File: src/rtl/i2c_oled_slave.sv
// i2c_oled_slave: I2C target for SSD1306-style OLED command/data streams; define I2C_SLAVE_READ_EN to add status reads
module i2c_oled_slave #(
  parameter logic [6:0] SLAVE_ADDR = 7'h3C
) (
  input  logic       CLK,
  input  logic       RST,
  input  logic       scl_in,
  input  logic       sda_in,
  output logic       sda_oe,
  output logic       rx_valid,
  output logic [7:0] rx_data,
  output logic       rx_dc,
  output logic       busy,
  input  logic [7:0] status_in
);
  typedef enum logic [3:0] {
    IDLE, ADDR, ADDR_ACK, CTRL, CTRL_ACK, DATA, DATA_ACK, RD, RD_ACK, IGNORE
  } state_t;
`ifdef I2C_SLAVE_READ_EN
  localparam logic RD_EN = 1'b1;
`else
  localparam logic RD_EN = 1'b0;
`endif
  state_t     state_q, state_d;
  logic [2:0] scl_q, sda_q;
  logic [2:0] bit_q, bit_d;
  logic [6:0] sh_q, sh_d;
  logic       oe_q, oe_d;
  logic       busy_q, busy_d;
  logic       co_q, co_d;
  logic       dcl_q, dcl_d;
  logic       vld_q, vld_d;
  logic [7:0] data_q, data_d;
  logic       dc_q, dc_d;
`ifdef I2C_SLAVE_READ_EN
  logic       rw_q, rw_d;
  logic [7:0] tx_q, tx_d;
`else
  logic       unused_status;
  assign unused_status = ^status_in;
`endif
  logic       scl_rise, scl_fall, start_w, stop_w, last_bit, addr_ok;
  logic [7:0] byte_w;
  // [1] is the synchronized level, [2] its previous value for edge detection
  assign scl_rise = scl_q[1] & ~scl_q[2];
  assign scl_fall = ~scl_q[1] & scl_q[2];
  assign start_w  = scl_q[1] & scl_q[2] & sda_q[2] & ~sda_q[1];
  assign stop_w   = scl_q[1] & scl_q[2] & ~sda_q[2] & sda_q[1];
  assign byte_w   = {sh_q, sda_q[1]};
  assign last_bit = bit_q == 3'd7;
  assign addr_ok  = (byte_w[7:1] == SLAVE_ADDR) && (RD_EN || !byte_w[0]);
  assign sda_oe   = oe_q;
  assign rx_valid = vld_q;
  assign rx_data  = data_q;
  assign rx_dc    = dc_q;
  assign busy     = busy_q;
  // Pad synchronizers; idle bus level is high
  always_ff @(posedge CLK or posedge RST) begin
    if (RST) begin
      scl_q <= 3'b111;
      sda_q <= 3'b111;
    end else begin
      scl_q <= {scl_q[1:0], scl_in};
      sda_q <= {sda_q[1:0], sda_in};
    end
  end
  // Protocol state: bits sampled on SCL rise, SDA drive changed only on SCL fall
  always_comb begin
    state_d = state_q;
    bit_d   = bit_q;
    sh_d    = sh_q;
    oe_d    = oe_q;
    busy_d  = busy_q;
    co_d    = co_q;
    dcl_d   = dcl_q;
    vld_d   = 1'b0;
    data_d  = data_q;
    dc_d    = dc_q;
`ifdef I2C_SLAVE_READ_EN
    rw_d    = rw_q;
    tx_d    = tx_q;
`endif
    if (start_w || stop_w) begin
      state_d = start_w ? ADDR : IDLE;
      bit_d   = 3'd0;
      oe_d    = 1'b0;
      busy_d  = 1'b0;
    end else if (scl_rise) begin
      case (state_q)
        ADDR: begin
          sh_d  = byte_w[6:0];
          bit_d = bit_q + 3'd1;
          if (last_bit) begin
            state_d = addr_ok ? ADDR_ACK : IGNORE;
            busy_d  = addr_ok;
`ifdef I2C_SLAVE_READ_EN
            rw_d    = byte_w[0];
`endif
          end
        end
        CTRL: begin
          sh_d  = byte_w[6:0];
          bit_d = bit_q + 3'd1;
          if (last_bit) begin
            state_d = CTRL_ACK;
            co_d    = byte_w[7];
            dcl_d   = byte_w[6];
          end
        end
        DATA: begin
          sh_d  = byte_w[6:0];
          bit_d = bit_q + 3'd1;
          if (last_bit) begin
            state_d = DATA_ACK;
            vld_d   = 1'b1;
            data_d  = byte_w;
            dc_d    = dcl_q;
          end
        end
`ifdef I2C_SLAVE_READ_EN
        RD: bit_d = bit_q + 3'd1;
        RD_ACK: state_d = sda_q[1] ? IGNORE : RD_ACK;
`endif
        default: ;
      endcase
    end else if (scl_fall) begin
      case (state_q)
        // First fall opens the ACK slot, second fall closes it
        ADDR_ACK, CTRL_ACK, DATA_ACK: begin
          oe_d = ~oe_q;
          if (oe_q) begin
            bit_d   = 3'd0;
            state_d = state_q == ADDR_ACK ? CTRL : state_q == CTRL_ACK ? DATA : co_q ? CTRL : DATA;
`ifdef I2C_SLAVE_READ_EN
            if (state_q == ADDR_ACK && rw_q) begin
              state_d = RD;
              tx_d    = status_in;
              oe_d    = ~status_in[7];
            end
`endif
          end
        end
`ifdef I2C_SLAVE_READ_EN
        // bit_q counts rises; a wrap to 0 means all 8 bits went out
        RD: begin
          oe_d    = bit_q == 3'd0 ? 1'b0 : ~tx_q[3'd7 - bit_q];
          state_d = bit_q == 3'd0 ? RD_ACK : RD;
        end
        // Still here at the fall means the master ACKed: resend the byte
        RD_ACK: begin
          oe_d    = ~tx_q[7];
          bit_d   = 3'd0;
          state_d = RD;
        end
`endif
        default: ;
      endcase
    end
  end
  // State and output registers
  always_ff @(posedge CLK or posedge RST) begin
    if (RST) begin
      state_q <= IDLE;
      bit_q   <= 3'd0;
      sh_q    <= 7'd0;
      oe_q    <= 1'b0;
      busy_q  <= 1'b0;
      co_q    <= 1'b0;
      dcl_q   <= 1'b0;
      vld_q   <= 1'b0;
      data_q  <= 8'h00;
      dc_q    <= 1'b0;
`ifdef I2C_SLAVE_READ_EN
      rw_q    <= 1'b0;
      tx_q    <= 8'h00;
`endif
    end else begin
      state_q <= state_d;
      bit_q   <= bit_d;
      sh_q    <= sh_d;
      oe_q    <= oe_d;
      busy_q  <= busy_d;
      co_q    <= co_d;
      dcl_q   <= dcl_d;
      vld_q   <= vld_d;
      data_q  <= data_d;
      dc_q    <= dc_d;
`ifdef I2C_SLAVE_READ_EN
      rw_q    <= rw_d;
      tx_q    <= tx_d;
`endif
    end
  end
endmodule

File: config.mk
export PLATFORM = sky130hd
export DESIGN_NAME = i2c_oled_slave
export DESIGN_NICKNAME = d
export VERILOG_FILES = /design/src/rtl/i2c_oled_slave.sv
export SDC_FILE = /design/constraint.sdc
export NUM_CORES = 1
export LEC_CHECK = 0
export BUFFER_PORTS_ARGS = -buffer_cell sky130_fd_sc_hd__buf_2
export CAP_MARGIN = 5
export CORE_MARGIN = 2
export CORE_UTILIZATION = 59
export DETAILED_ROUTE_END_ITERATION = 16
export HOLD_SLACK_MARGIN = 0.03
export PLACE_DENSITY_LB_ADDON = 0.2
export SYNTH_ARGS = -nofsm -noshare
export SYNTH_HDL_FRONTEND = slang
export SYNTH_SLANG_ARGS = --single-unit
export TNS_END_PERCENT = 30
File: constraint.sdc
create_clock -name CLK -period 5.51 [get_ports CLK]
set_clock_uncertainty 0.05 [all_clocks]
set_input_delay 1.102 -clock CLK [delete_from_list [all_inputs] [get_ports CLK]]
set_output_delay 1.102 -clock CLK [all_outputs]
set_load 0.05 [all_outputs]
==> flow_summary_export.csv <==
group,metric,value,unit
cts,holdBufCountCts,0,
final_layout,fillers,181,
synth,synth-seq-cells,34,
power_and_ir_drop,power_density,299,mW/mm2
power_and_ir_drop,vdd_ir_drop_max,0.260,mV
place,place_inst,160,
synth,yosys.area_share.simple,0.105,
place,dpl_worst_slack,3.12,ns
final_layout,post-route-cell-area,0.00172,mm2
floorplanning,row_count,18,
setup_path,r2r_start,"scl_q[1]$_DFF_PP1_",
setup_path,crit_type,"register to register",
setup_path,required,5.68,ns
floorplanning,fp.dieW,55.5,um
power_and_ir_drop,switchingPower,140,uW
synth,synth-main-ff-cell,"dfrtp_1",
synth,syn_avg_cell_area,13.3,um2
setup_path,cp_max_fo,10,
worst_hold_path,min_path_type,"register to register",
setup_path,cp-startpoint,"scl_q[1]$_DFF_PP1_",
final_layout,num-nets-final,154,
sta,fin_setup_tns,0,ns
synth,synth-seq-area-share,0.548,
cts,cts_resized,0,
place,dp_hpwl,1890,um
cts,numCtsBuffers,5,
sta,worst_slack,3.14,ns
synth,synth_fa_ha_area_frac,0.0399,
route,drc,0,
global_route,grt_usage,0.196,
floorplanning,fp.dieH,55.5,um
cts,clock_latency,0.33,ns
route,vias_per_cell,5.87,
power_and_ir_drop,p_total,514,uW
route,ant_nets,0,
floorplanning,coreArea,0.00250,mm2
setup_path,crit_chain,"ha_1, nand4b_1, nor4b_4, mux2_2",
sta,slew_viol_final,0,
setup_path,cpMaxStageDelayCell,"nor4b_4",
route,drt_iter0_markers,17,
place,place_area,0.00165,mm2
route,wl_per_cell,16.1,um
sta,setup-violations-final,0,
synth,synthMuxAreaShare,0.143,
final_layout,drive_above_1_share,0.391,
synth,synthDistinctLibCells,42,
power_and_ir_drop,power_frac_comb,0.121,
global_route,antenna_found_initial,0,
global_route,grt_pass1_vias,986,
floorplanning,initial_utilization,0.627,
final_layout,antenna_cells,0,
worst_hold_path,worstHoldStart,"sda_q[0]$_DFF_PP1_",
power_and_ir_drop,switching_share,0.272,
final_layout,layout.cells.non_filler,168,
sta,rsz0062_at_grt,"no",
synth,synthXorXnorAreaFrac,0.0168,
synth,synth_compound_gate_area_share,0.112,
cts,clk_pin_slew,0.10,ns
sta,fin_crit,2.37,ns
synth,netlist_area,0.00157,mm2
cts,cts_tree,"yes",
global_route,overflow,0,
cts,clk_path_buf_depth,2,
synth,synthesis.nets,135,
sta,fmax,421,MHz
place,gp_congestion,0.854,
cts,cts_htree_levels,2,
run,cap_violations,0,
cts,clock-sinks,34,
setup_path,cp-end-kind,"register",
sta,slew_headroom,0.521,
setup_path,critPathLaunchType,"register",
route,vias,986,
global_route,grt_pass1_wl,4620,um
sta,period_share,0.431,
synth,yosys_warnings,0,
synth,synthArstFlopShare,1.00,
floorplanning,die-area,0.00308,mm2
setup_path,cpPeakStageDelay,0.67,ns
power_and_ir_drop,p_clk_frac,0.279,
floorplanning,io_pins,24,
route,drt-pass1-iter-count,5,
cts,cts-root-buf,"clkbuf_4",
synth,synth_top_family_by_area,"multiplexers",
power_and_ir_drop,power.internal,374,uW
global_route,grt_max_degree,34,
setup_path,crit_arrival,2.55,ns
final_layout,syn_to_final_growth,9.66,%
sta,worst_pin_slew,0.717,ns
synth,synth_edf_count,0,
sta,hold_violations,0,
power_and_ir_drop,power_frac_seq,0.600,
cts,cts_setup_buffers,0,
run_status,status,"completed",
place,numPortBuffers,15,
route,drt_wl_total,2700,um
synth,syn-instance-count,118,
power_and_ir_drop,power.leakage,0.000829,uW
## metal layers
| metal | global-route usage | routed length, um |
|---|---|---|
| met1 | 0.268 | 1270 |
| met2 | 0.286 | 1270 |
| met3 | 0.0632 | 104 |
| met5 | 0 | 0 |
| met4 | 0.0871 | 56 |
## synth_stat cells, types with 2 or more instances
library cell | instances | share of area
nor2_1 | 4 | 0.0096
nand4b_1 | 2 | 0.011
nand3_1 | 3 | 0.0096
xor2_1 | 2 | 0.011
a21oi_1 | 2 | 0.0064
a211o_1 | 2 | 0.011
mux2_2 | 19 | 0.14
nand2b_1 | 3 | 0.012
buf_2 | 2 | 0.0064
a22o_1 | 2 | 0.011
buf_6 | 2 | 0.014
dfstp_2 | 6 | 0.10
inv_1 | 6 | 0.014
nor3_1 | 3 | 0.0096
dfrtp_1 | 28 | 0.45
ha_1 | 5 | 0.040
o211ai_1 | 2 | 0.0096
## through the flow
step	hold slack (ns)	utilization
floorplan	0.295	-
global placement	0.296	0.662
detailed placement	0.302	0.662
CTS	0.317	0.687
global route	0.319	0.687
finish	0.314	0.687
## cells in the final DEF, fill, tap and decap left out, drive strengths merged, types with 2 or more instances in the layout
master	count
inv	6
a211oi	2
a21oi	2
clkbuf	6
dfstp	6
dfrtp	28
mux2	19
o211ai	2
nand3	3
a22o	2
nand2b	3
nor2	4
buf	16
nand4b	2
nor3	3
a211o	2
xor2	2
ha	5
## logic make-up (layout without fill, tap and decap cells)
| group | after synthesis | in the layout |
|---|---|---|
| buffers and inverters | 10 | 30 |
| multiplexers | 20 | 20 |
| flip-flops | 34 | 34 |
| AO/OA/AOI/OAI | 21 | 21 |
| XOR/XNOR | 3 | 3 |
| AND/OR/NAND/NOR | 25 | 25 |
| adder cells (fa/ha/maj) | 5 | 5 |
## cell type report
cell class	instances	area, um2	area share
multi-input cells	74	653	0.380
repair buffers	16	82.6	0.0481
well taps	30	37.5	0.0218
inverters	6	22.5	0.0131
clock inverters	2	12.5	0.00728
clock buffers	6	51.3	0.0299
flip-flops and latches	34	858	0.500
## critical path: cells and delay by family (launching register included)
family | cells | cell delay [ns]
flops | 1 | 0.57
simple gates | 2 | 0.97
fa+ha+maj | 1 | 0.28
mux | 1 | 0.41
## worst paths after layout
kind                                      endpoint  slack, ns  depth (start not counted)
worst max-delay path             rx_dc$_DFFE_PP0P_       3.14                          4
worst max register to register   rx_dc$_DFFE_PP0P_       3.14                          4
max in group asynchronous       scl_q[2]$_DFF_PP1_       4.27                          3
min in group asynchronous       sda_q[0]$_DFF_PP1_       0.71                          2
worst min-delay path            sda_q[1]$_DFF_PP1_       0.31                          0
worst min register to register  sda_q[1]$_DFF_PP1_       0.31                          0
## power groups by stage
stage	logic (uW)	registers [uW]	clock network, uW
after floorplan	51.4	302	0
after global placement	58.6	309	0
after detailed placement	62.4	312	0
after CTS	63.8	308	148
after global routing	69.0	313	161
final	62.4	308	143
## sequential cells by signal, indices dropped and copies added (netlist names), 3 cells and up
signal   flops
bit_q        3
sda_q        3
state_q      4
sh_q         7
rx_data      8
scl_q        3
No activity file was read; power rests on OpenSTA's default activity.
